==> src/rtl/circuit_test_pkg.sv <==
// rtl/circuit_test_pkg.sv - shared types and constants for the circuit1 sweep controller
package circuit_test_pkg;

   typedef enum logic [1:0] {
      IDLE,
      SETTLE,
      SAMPLE,
      FINISH
   } state_t;

   localparam int VEC_W = 4;
   localparam int N_VEC = 16;

   // Golden truth table of circuit1; bit n is f for {w,x,y,z} = n.
   localparam logic [N_VEC-1:0] CIRCUIT1_TT = 16'h6CA9;

endpackage

==> src/rtl/settle_timer.sv <==
// rtl/settle_timer.sv - 4-bit settle down-counter with load and expire pulse
module settle_timer (
   input  logic       i_clk,
   input  logic       i_rst_n,
   input  logic       i_load,
   input  logic [3:0] i_load_val,
   input  logic       i_en,
   output logic       o_expire
);

   logic [3:0] r_cnt;

   always_ff @(posedge i_clk or negedge i_rst_n) begin
      if (!i_rst_n) begin
         r_cnt <= 4'd0;
      end else if (i_load) begin
         r_cnt <= i_load_val;
      end else if (i_en && (r_cnt != 4'd0)) begin
         r_cnt <= r_cnt - 4'd1;
      end
   end

   // Loaded with S-1, so expire is seen on the S-th enabled cycle.
   assign o_expire = i_en && (r_cnt == 4'd0);

endmodule

==> src/rtl/circuit_sweep_ctrl.sv <==
// rtl/circuit_sweep_ctrl.sv - sweeps all 16 input vectors of circuit1, captures f and grades it
module circuit_sweep_ctrl
   import circuit_test_pkg::*;
#(
   parameter int unsigned      SETTLE_CYCLES = 2,
   parameter logic [N_VEC-1:0] EXPECTED_TT   = 16'h0000
) (
   input  logic             i_clk,
   input  logic             i_rst_n,
   input  logic             i_start,
   input  logic             i_abort,
   input  logic             i_f_in,
   output logic             o_w,
   output logic             o_x,
   output logic             o_y,
   output logic             o_z,
   output logic             o_busy,
   output logic             o_done,
   output logic             o_pass,
   output logic [N_VEC-1:0] o_truth_table,
   output logic [4:0]       o_mismatch_count,
   output logic [VEC_W-1:0] o_first_fail,
   output logic             o_fail_seen
);

   localparam logic [3:0] LOAD_VAL = 4'(SETTLE_CYCLES - 1);

   state_t           r_state;
   state_t           w_next_state;
   logic [VEC_W-1:0] r_vec;
   logic [N_VEC-1:0] r_tt;
   logic [4:0]       r_mis_cnt;
   logic [VEC_W-1:0] r_first_fail;
   logic             r_fail_seen;
   logic             r_pass;
   logic             r_done;
   logic             r_busy;

   logic             w_load;
   logic             w_timer_en;
   logic             w_expire;
   logic             w_clear;
   logic             w_sample;
   logic             w_last;
   logic             w_mis;

   assign w_last = &r_vec;
   assign w_mis  = (i_f_in != EXPECTED_TT[r_vec]);

   settle_timer u_settle_timer (
      .i_clk      (i_clk),
      .i_rst_n    (i_rst_n),
      .i_load     (w_load),
      .i_load_val (LOAD_VAL),
      .i_en       (w_timer_en),
      .o_expire   (w_expire)
   );

   always_ff @(posedge i_clk or negedge i_rst_n) begin
      if (!i_rst_n) begin
         r_state <= IDLE;
      end else begin
         r_state <= w_next_state;
      end
   end

   always_comb begin
      w_next_state = r_state;
      case (r_state)
         IDLE:    if (i_start) w_next_state = SETTLE;
         SETTLE:  begin
            if (i_abort)       w_next_state = IDLE;
            else if (w_expire) w_next_state = SAMPLE;
         end
         SAMPLE:  begin
            if (i_abort)     w_next_state = IDLE;
            else if (w_last) w_next_state = FINISH;
            else             w_next_state = SETTLE;
         end
         FINISH:  w_next_state = IDLE;
         default: w_next_state = IDLE;
      endcase
   end

   // Abort beats a coinciding sample: the sample strobe is suppressed.
   always_comb begin
      w_load     = 1'b0;
      w_timer_en = 1'b0;
      w_clear    = 1'b0;
      w_sample   = 1'b0;
      case (r_state)
         IDLE: begin
            w_clear = i_start;
            w_load  = i_start;
         end
         SETTLE: w_timer_en = 1'b1;
         SAMPLE: begin
            w_sample = !i_abort;
            w_load   = !i_abort && !w_last;
         end
         default: ;
      endcase
   end

   always_ff @(posedge i_clk or negedge i_rst_n) begin
      if (!i_rst_n) begin
         r_vec        <= '0;
         r_tt         <= '0;
         r_mis_cnt    <= '0;
         r_first_fail <= '0;
         r_fail_seen  <= 1'b0;
         r_pass       <= 1'b0;
         r_done       <= 1'b0;
         r_busy       <= 1'b0;
      end else begin
         r_busy <= (w_next_state != IDLE);
         r_done <= w_sample && w_last;
         if (w_clear) begin
            r_vec       <= '0;
            r_tt        <= '0;
            r_mis_cnt   <= '0;
            r_fail_seen <= 1'b0;
            r_pass      <= 1'b0;
         end
         if (w_sample) begin
            r_tt[r_vec] <= i_f_in;
            if (w_mis) begin
               r_mis_cnt <= r_mis_cnt + 5'd1;
               if (!r_fail_seen) begin
                  r_first_fail <= r_vec;
                  r_fail_seen  <= 1'b1;
               end
            end
            // Grade includes the final sample, so pass is valid alongside done.
            if (w_last) r_pass <= (r_mis_cnt == 5'd0) && !w_mis;
            else        r_vec  <= r_vec + VEC_W'(1);
         end
      end
   end

   assign {o_w, o_x, o_y, o_z} = r_vec;
   assign o_busy           = r_busy;
   assign o_done           = r_done;
   assign o_pass           = r_pass;
   assign o_truth_table    = r_tt;
   assign o_mismatch_count = r_mis_cnt;
   assign o_first_fail     = r_first_fail;
   assign o_fail_seen      = r_fail_seen;

endmodule

==> config.mk <==
export PLATFORM = sky130hd
export DESIGN_NAME = circuit_sweep_ctrl
export DESIGN_NICKNAME = d
export VERILOG_FILES = /design/src/rtl/circuit_test_pkg.sv /design/src/rtl/settle_timer.sv /design/src/rtl/circuit_sweep_ctrl.sv
export SDC_FILE = /design/constraint.sdc
export NUM_CORES = 1
export LEC_CHECK = 0
export CAP_MARGIN = 10
export CORE_AREA = 10 10 72 74
export CTS_BUF_LIST = sky130_fd_sc_hd__clkbuf_8
export DETAILED_ROUTE_END_ITERATION = 6
export DIE_AREA = 0 0 82 84
export GPL_TIMING_DRIVEN = 0
export MAX_ROUTING_LAYER = met4
export PLACE_DENSITY = 0.81
export SYNTH_ARGS = -nofsm -noshare
export SYNTH_HDL_FRONTEND = slang
export SYNTH_SLANG_ARGS = --single-unit
==> constraint.sdc <==
create_clock -name i_clk -period 4.35 [get_ports i_clk]
set_input_delay 0.87 -clock i_clk [delete_from_list [all_inputs] [get_ports i_clk]]
set_output_delay 0.87 -clock i_clk [all_outputs]
set_load 0.005 [all_outputs]
# [Yosys cells after proc, flatten, opt, wreduce, memory -nomap -nowiden]
# Memories as Yosys holds them, arrays and structs flattened.
# Index checks and enable logic that the tools add are counted.
[word_totals] regBits=39 romBits=16 out_inout_bits=33 n_memories=1
[classes] add_sub_neg=3 n_lt_le_gt_ge=2 eq_ne=4 muxes=31 bitwise_logic=1 n_reduce_logical=17
[memory_table] name="(name not given)" words=16 word_bits=1 rd=1 rd_ports_with_merged_regs=0 wr=0 line_no="circuit_sweep_ctrl.sv:48" text="assign w_mis = (i_f_in != EXPECTED_TT[r_vec]);"
[ops] cell="16-bit 2-to-1 mux" count=2
[ops] cell="4-bit 2-to-1 mux" count=5
[ops] cell="16-bit bitwise mux" count=1
[ops] cell="5-bit 2-to-1 mux" count=3
[ops] cell="1-bit 2-to-1 mux" count=12
[ops] cell="2-bit 2-to-1 mux" count=5
[ops] cell="2-bit case mux with 4 select lines" count=1
[ops] cell="1-bit logical AND" count=6
[ops] cell="5-bit by 1-bit adder with 5-bit output (second input constant)" count=1
[ops] cell="5-bit logical NOT" count=1
[ops] cell="4-bit by 5-bit < comparator with 1-bit output (second input constant)" count=1
[ops] cell="4-bit by 1-bit adder with 4-bit output (second input constant)" count=1
[ops] cell="1-bit demux with 4-bit select" count=1
[ops] cell="2-bit equality test (second input constant)" count=2
[ops] cell="4-bit by 1-bit greater-or-equal comparator with 1-bit output (second input constant)" count=1
[ops] cell="4-bit logical NOT" count=1
[ops] cell="4-bit AND reduction" count=1
[ops] cell="2-bit nonzero test" count=2
[ops] cell="4-bit nonzero test" count=1
[ops] cell="4-bit by 1-bit subtractor with 4-bit output (second input constant)" count=1
[ops] cell="1-bit logical NOT" count=3
[ops] cell="3-bit AND reduction" count=1
[ops] cell="2-bit by 1-bit equality test with 1-bit output (second input constant)" count=1
[ops] cell="2-bit logical NOT" count=1
[ops] cell="3 further kinds" count=3

# [Logic depth before layout (Yosys ltp)]
# Gate-level depths: netlist (run 1).
[depth] ltp_word=7 ltp_mapped=6 mapped_depth_nobuf=5

# [By module]
# From an unflattened synthesis (run 1), not the netlist that was laid out.
[hier_totals] hier_cells=195 hier_area_um2=2043.2
[by_module_without_submodules] module="circuit_sweep_ctrl" n_inst=1 cells_each=167 area_per_inst_um2=1793.0 seq_area_each_um2=875.8
[by_module_without_submodules] module="settle_timer" n_inst=1 cells_each=28 area_per_inst_um2=250.2 seq_area_each_um2=100.1

# [Worst setup path before layout (run 1)]
# Ideal clock, no wire load.
[synth_path] kind="in2reg" start="input i_abort" end="register r_first_fail[0] (netlist: o_first_fail[0])" arrival_time_ns=1.781 required_ns=4.225 slack_ns=2.445 stages=4 n_path_buf=1 cell_sequence="buf_2 > nand4bb_4 > nor2_2 > mux2_2"
[synth_between] elab_chain_cells=3
[synth_lines] element="start, declared" line_no="circuit_sweep_ctrl.sv:11" text="input logic i_abort,"
[synth_lines] element="1-bit logical NOT" line_no="circuit_sweep_ctrl.sv:98" text="w_sample = !i_abort;"
[synth_lines] element="1-bit 2-to-1 mux" line_no="circuit_sweep_ctrl.sv:91" text="case (r_state)"
[synth_lines] element="3-bit AND reduction (no line)"
[synth_lines] element="end signal, assigned" line_no="circuit_sweep_ctrl.sv:130" text="r_first_fail <= r_vec;"
[synth_lines] element="end, declared" line_no="circuit_sweep_ctrl.sv:33" text="logic [VEC_W-1:0] r_first_fail;"
# Every way passes these cells.
# A chain may end at the register's enable or synchronous reset.

# [Worst setup path in the final report (run 1)]
[layout_path] start="register r_vec[3]" end="output o_w"
[layout_rtl] element="start, declared" line_no="circuit_sweep_ctrl.sv:30" text="logic [VEC_W-1:0] r_vec;"
[layout_rtl] element="start signal, assigned" line_no="circuit_sweep_ctrl.sv:136" text="else r_vec <= r_vec + VEC_W'(1);"
[layout_rtl] element="end, declared" line_no="circuit_sweep_ctrl.sv:13" text="output logic o_w,"
# No word-level cell between the ends.

==> summary.md, run 1 <==
| Metric | Value |
|---|---|
| Hold slack | 515 ps |
| Initial antenna violation count | 0 |
| Register-to-register setup slack | 2580 ps |
| Fin. Hold Viols | 0 |
| Multi-input logic area | 908 um^2 |
| CP Class | reg -> out |
| Ys async rst share | 100% |
| Worst-path maximum fanout | 8 |
| Number of flops mapped to enable cells by yosys | 0 |
| CTS clock-pin slew for the worst setup and hold paths | 80 ps |
| FMAX | 0.452 GHz |
| Post-CTS resize count | 0 |
| CTS Root Cell | clkbuf_8 |
| Max-slew violations | 0 |
| Global-route wire length before repair | 7650 um |
| Crit-path cells | clkdlybuf4s50_1 |
| Simple-gate share of the synthesized area | 15.7% |
| Top Usage Layer GRT | met2 |
| # IOs | 38 |
| Global Route met1 Usage | 17.3% |
| Share of cells above drive strength 1 | 15.3% |
| Die X-Extent | 82 um |
| Largest net degree at the start of global routing | 40 |
| Clk sink count | 39 |
| Final net count | 233 |
| GR Layer Usage met3 | 4.42% |
| Iter 0 DRT Violations | 145 |
| Leakage power | 1.06 nW |
| Global route overflow | 0 |
| Relative slew slack | 42.9% |
| Critical Path RT | 3480 ps |
| Seq cells post-synth | 39 |
| Synth cell types | 42 |
| Sum of negative setup slack | 0 ps |
| Row count | 23 |
| Tmin final | 2210 ps |
| Max-cap violations | 0 |
| VDD IR-drop max | 0.000267 V |
| Setup crit end kind | output pin |
| CTS tree | built |
| Critical path startpoint category | register |
| Die area | 0.00689 mm^2 |
| Place WS | 1850 ps |
| Synthesized area per cell | 11.4 um^2 |
| Placeable Area | 0.00386 mm^2 |
| Fillers | 322 |
| Hold Buf Count CTS | 0 |
| Final setup viols | 0 |
| Post-Syn Instances | 177 |
| Most common cell after layout, fill and taps aside | dfrtp_1 |
| Vias in the first global route | 1530 |
| Routability cong. | 0.776 |
| Max clock buf depth | 2 |
| Worst-Margin Slew | 856 ps |
| Post-synth top flop | dfrtp_1 |
| Outcome | finished clean |
| DR WL/cell | 17.1 um |
| Postcts setup bufs | 0 |
| CP delay by family, top | buffers and inverters |
| Worst path max stage delay | 560 ps |
| DRC viols | 0 |
| DR vias/cell | 5.80 |
| Number of iterations in the first detailed-routing pass | 4 |
| Diode count | 0 |
| Final Cycle Share | 50.8% |
| Commonest non-fill, non-tap cells in the layout | dfrtp_1 (39), clkdlybuf4s50_1 (36), o211ai_1 (12), o31ai_1 (11), o21ai_0 (10) |
| Die Y | 84 um |
| GRT Resource Usage Total | 14.5% |
| Main combinational cell family by area after synthesis | compound AO/OA/AOI/OAI gates |
| Power density cells | 366 mW/mm^2 |
| CTS buffer count | 5 |
| CP Buf/Inv Count | 1 |
| Adder-Cell Fraction of Synth Area | 4.36% |
| Critical Path Slowest Stage Cell | clkdlybuf4s50_1 |
| Port Buffer Count | 37 |
| Compound-Gate Fraction of Synth Area | 21.1% |
| Worst-Skew Late Latency | 300 ps |
| Hold crit path type | reg -> reg |
| Worst setup skew after layout | 5.10 ps |
| H-tree depth | 2 |
| M2 GR Usage | 22.7% |
| Final setup margin | 2140 ps |
| Final ANT Viol Nets | 0 |
| Critical Path AT | 1340 ps |
| Fraction of the yosys area taken by sequential cells | 48.6% |
| Final WL | 4640 um |
| Syn. warnings | 0 |
| Multiplexer share of the synthesized area | 2.74% |
| Post-DP HPWL | 3340 um |
| Initial core utilization | 52.1% |
| DR vias | 1578 |
| Synth Area in XOR/XNOR | 1.31% |
| Unrepaired setup endpoints after global routing | false |
| Synth Net Count | 189 |
| Register area | 976 um^2 |
| P&R area growth vs syn | 25.5% |
| Synthesized area | 0.00201 mm^2 |
report_power, final:
part / leakage (nW) / switching, mW / internal, mW
clock: 0.0477 / 0.128 / 0.110
combinational: 0.478 / 0.134 / 0.123
sequential: 0.536 / 0.0300 / 0.397
total: 1.06 / 0.292 / 0.630
cells in the mapped netlist, types with 4 or more instances:
library cell / instances / area, um^2
dfrtp_1: 39 / 976
o211ai_1: 12 / 90.1
o31ai_1: 11 / 82.6
o21ai_0: 10 / 50.1
inv_1: 9 / 33.8
nand2_1: 8 / 30.0
ha_1: 7 / 87.6
nand3_1: 7 / 35.0
clkbuf_1: 5 / 18.8
o211ai_2: 5 / 62.6
o311ai_0: 5 / 43.8
o41ai_1: 5 / 43.8
a21oi_1: 4 / 20.0
buf_2: 4 / 20.0
buf_6: 4 / 45.0
mux2_2: 4 / 45.0
nand4bb_1: 4 / 45.0
or3_1: 4 / 25.0
routing by layer:
layer	up-vias	routed length, um	share of wire, %
met4	0	32	0.69
met3	6	287	6.2
met2	44	2270	49
met5	-	0	0
li1	755	-	-
met1	773	2050	44
per-stage QoR:
stage	std cells	util, %	area (um^2)	total power, mW
after floorplan	177	-	2010	0.605
after global placement	264	63.3	2440	0.686
after detailed placement	264	63.2	2440	0.693
after CTS	272	65.4	2520	0.928
after global routing	272	65.4	2520	0.979
final	272	65.4	2520	0.923
final timing paths:
kind / from / end / depth (start not counted)
max in group asynchronous: i_rst_n / u_settle_timer.r_cnt[0] / 1
hold / removal: o_first_fail[3] / o_first_fail[3] / 1
hold reg to reg: o_first_fail[3] / o_first_fail[3] / 1
setup reg to reg: r_vec[0] / o_truth_table[2] / 6
setup / recovery: r_vec[3] / o_w / 1
min in group asynchronous: i_rst_n / o_truth_table[10] / 1
sequential cells by signal, summed over array words and instances, names as in the netlist:
register,cells
o_done,1
o_fail_seen,1
o_pass,1
o_mismatch_count,5
o_busy,1
r_vec,4
o_truth_table,16
o_first_fail,4
u_settle_timer.r_cnt,4
r_state,2
logic make-up (layout without fill, tap and decap cells):
group / count (synthesis) / after routing
adder cells (fa/ha/maj): 7 / 7
multiplexers: 5 / 5
AO/OA/AOI/OAI: 56 / 56
AND/OR/NAND/NOR: 43 / 43
flip-flops: 39 / 39
XOR/XNOR: 3 / 3
buffers and inverters: 24 / 69
cell type report:
type	instances	area share, %
clock buffer	5	2.73
tap	50	2.48
multi-input combinational	114	36.0
buffer	15	3.62
sequential	39	38.7
timing repair buffer	37	14.5
inverter	9	1.34
clock inverter	3	0.596
(Power assumes the default switching activity.)
==> run 2, diff against run 1 <==
--- a/config.mk
+++ b/config.mk
@@ -6,13 +6,13 @@
 export NUM_CORES = 1
 export LEC_CHECK = 0
 export CAP_MARGIN = 10
-export CORE_AREA = 10 10 72 74
+export CORE_AREA = 10 10 76 78
 export CTS_BUF_LIST = sky130_fd_sc_hd__clkbuf_8
 export DETAILED_ROUTE_END_ITERATION = 6
-export DIE_AREA = 0 0 82 84
+export DIE_AREA = 0 0 86 88
 export GPL_TIMING_DRIVEN = 0
 export MAX_ROUTING_LAYER = met4
-export PLACE_DENSITY = 0.81
+export PLACE_DENSITY = 0.76
 export SYNTH_ARGS = -nofsm -noshare
 export SYNTH_HDL_FRONTEND = slang
 export SYNTH_SLANG_ARGS = --single-unit
==> constraint.sdc (replaced) <==
create_clock -name i_clk -period 2 [get_ports i_clk]
set_input_delay 0.4 -clock i_clk [delete_from_list [all_inputs] [get_ports i_clk]]
set_output_delay 0.4 -clock i_clk [all_outputs]
set_load 0.005 [all_outputs]
==> summary.md, run 2 (synthesized netlist as in run 1, its figures left out) <==
| Metric | Value |
|---|---|
| Worst-path maximum fanout | 10 (+2) |
| FMAX | 0.568 GHz |
| Vias in the first global route | 1510 (-1.3%) |
| Crit-path cells | clkdlybuf4s50_1 > buf_2 > nand4bb_1 > clkbuf_1 > o311ai_0 > o41ai_1 |
| Setup crit end kind | register |
| DRC viols | 0 (unchanged) |
| P&R area growth vs syn | 28.2% |
| Reg2Reg Depth | 6 (unchanged) |
| Hold slack | 207 ps (-308 ps) |
| Leakage power | 1.08 nW (+1.6%) |
| Outcome | finished clean |
| Worst path max stage delay | 430 ps (-130 ps) |
| Global-route wire length before repair | 7870 um (+2.8%) |
| Critical path startpoint category | input port |
| Critical Path RT | 2160 ps (-1320 ps) |
| Sw frac | 28.9% (-2.8 points) |
| Largest net degree at the start of global routing | 40 (unchanged) |
| Worst-Skew Late Latency | 300 ps (about the same) |
| Max-cap violations | 0 (unchanged) |
| H-tree depth | 2 (unchanged) |
| Commonest non-fill, non-tap cells in the layout | dfrtp_1 (39), clkdlybuf4s50_1 (36), o211ai_1 (12), o31ai_1 (11), o21ai_0 (10) |
| Layout Utilization | 60.0% (-5.4 points) |
| Die Y | 88 um (+4.8%) |
| CTS tree | built |
| Clk sink count | 39 (unchanged) |
| Worst setup skew after layout | 8.48 ps (+3.38 ps) |
| GRT Resource Usage Total | 13.3% (-1.3 points) |
| Unrepaired setup endpoints after global routing | false |
| Critical Path AT | 1920 ps (+580 ps) |
| Diode count | 0 (unchanged) |
| Worst setup path start | i_abort |
| Finished Cell Area | 0.00258 mm^2 (+2.2%) |
| Place WS | -52.9 ps (-1910 ps) |
| Final Cycle Share | 88.0% |
| Final net count | 233 (unchanged) |
| Worst-Margin Slew | 864 ps (+7.40 ps) |
| Final WL | 4810 um (+3.5%) |
| Tmin final | 1760 ps |
| CTS buffer count | 5 (unchanged) |
| Power share of the clock group | 34.3% (+8.5 points) |
| CTS clock-pin slew for the worst setup and hold paths | 80 ps (about the same) |
| Power density cells | 891 mW/mm^2 (+140%) |
| Die area | 0.00757 mm^2 (+9.9%) |
| Register-to-register setup slack | 240 ps (-2340 ps) |
| Row count | 24 (+4.3%) |
| DR vias | 1552 (-1.6%) |
| CP Class | in -> reg |
| Placed Area | 0.00244 mm^2 (+0.10%) |
| Iter 0 DRT Violations | 68 (-53%) |
| R2R Path End | o_truth_table[0] |
| Share of cells above drive strength 1 | 15.3% (unchanged) |
| Final setup viols | 0 (unchanged) |
| Int Power | 1.63 mW (+160%) |
| Placeable Area | 0.00429 mm^2 (+11%) |
| CP endpoint | o_truth_table[0] |
| Worst r2r src | r_vec[0] |
| Most common cell after layout, fill and taps aside | dfrtp_1 |
| Power, Total | 2.30 mW (+150%) |
| DR WL/cell | 17.5 um (+2.8%) |
| Port Buffer Count | 37 (unchanged) |
| VDD IR-drop max | 0.000563 V (+110%) |
| Max FFs per register | 16 (unchanged) |
| Final ANT Viol Nets | 0 (unchanged) |
| Max-slew violations | 0 (unchanged) |
| Fin. Hold Viols | 0 (unchanged) |
| Post-CTS resize count | 0 (unchanged) |
| Hold crit path type | in -> async |
| Combinational power share | 25.4% (-2.5 points) |
| Net switching power | 0.663 mW (+130%) |
| Die X-Extent | 86 um (+4.9%) |
| Hold Buf Count CTS | 0 (unchanged) |
| Routability cong. | 0.802 (+3.3%) |
| Final setup margin | 241 ps (-1900 ps) |
| Postcts setup bufs | 0 (unchanged) |
| # IOs | 38 (unchanged) |
| Initial antenna violation count | 0 (unchanged) |
| Flop pwr share | 40.3% (-6.0 points) |
| Post-DP HPWL | 3390 um (+1.4%) |
| Global route overflow | 0 (unchanged) |
| DR vias/cell | 5.66 (-2.4%) |
| Max clock buf depth | 2 (unchanged) |
| Number of iterations in the first detailed-routing pass | 4 (unchanged) |
| Critical Path Slowest Stage Cell | clkdlybuf4s50_1 |
| CTS Root Cell | clkbuf_8 |
| Fillers | 382 (+19%) |
| Relative slew slack | 42.4% (-0.49 points) |
| Initial core utilization | 46.8% (-5.3 points) |
-- run 2: metrics by stage --
step           setup TNS, ps  instances
2_1_floorplan              0        177
3_3_place_gp          -16730        266
3_5_place_dp            -200        266
4_1_cts                    0        274
5_1_grt                    0        274
6_report                   0        274
-- run 2: cell type report --
| cell class | count | area [um^2] | area share (%) |
|---|---|---|---|
| multi-input cells | 114 | 908 | 35.3 |
| flip-flops and latches | 39 | 976 | 37.9 |
| clock inverters | 3 | 67.6 | 2.62 |
| inverters | 9 | 33.8 | 1.31 |
| well taps | 52 | 65.1 | 2.53 |
| plain buffers | 15 | 91.3 | 3.55 |
| repair buffers | 37 | 365 | 14.2 |
| clock buffers | 5 | 68.8 | 2.67 |
-- run 2: worst min-delay path by stage --
stage,startpoint,end,slack (ps),cells past startpoint
after global routing,i_rst_n,o_truth_table[10],270,1
after global placement,o_first_fail[1],o_first_fail[1],490,1
after floorplan,i_rst_n,o_busy,100,0
after detailed placement,o_first_fail[0],o_first_fail[0],500,1
after CTS,i_rst_n,o_truth_table[10],250,1
final,i_rst_n,o_truth_table[10],210,1
-- run 2: power groups by stage --
| stage | registers, mW | logic, mW | clock network [mW] |
|---|---|---|---|
| after floorplan | 0.930 | 0.385 | 0 |
| after global placement | 0.937 | 0.560 | 0 |
| after detailed placement | 0.941 | 0.579 | 0 |
| after CTS | 0.926 | 0.585 | 0.801 |
| after global routing | 0.937 | 0.646 | 0.836 |
| final | 0.926 | 0.583 | 0.787 |
-- run 2: layer usage --
layer	routed length (um)	up-vias	global-route usage, %	part of all wire [%]
li1	-	757	-	-
met1	2170	752	15.1	45
met2	2240	35	20.8	47
met3	319	8	5.11	6.6
met4	74	0	4.79	1.5
met5	0	-	-	0
-- run 2: critical path: cells and delay by family --
kind,cells,cell delay (ps)
AOI/OAI and AO/OA,2,490
buffers and inverters,3,840
and+or+nand+nor,1,180
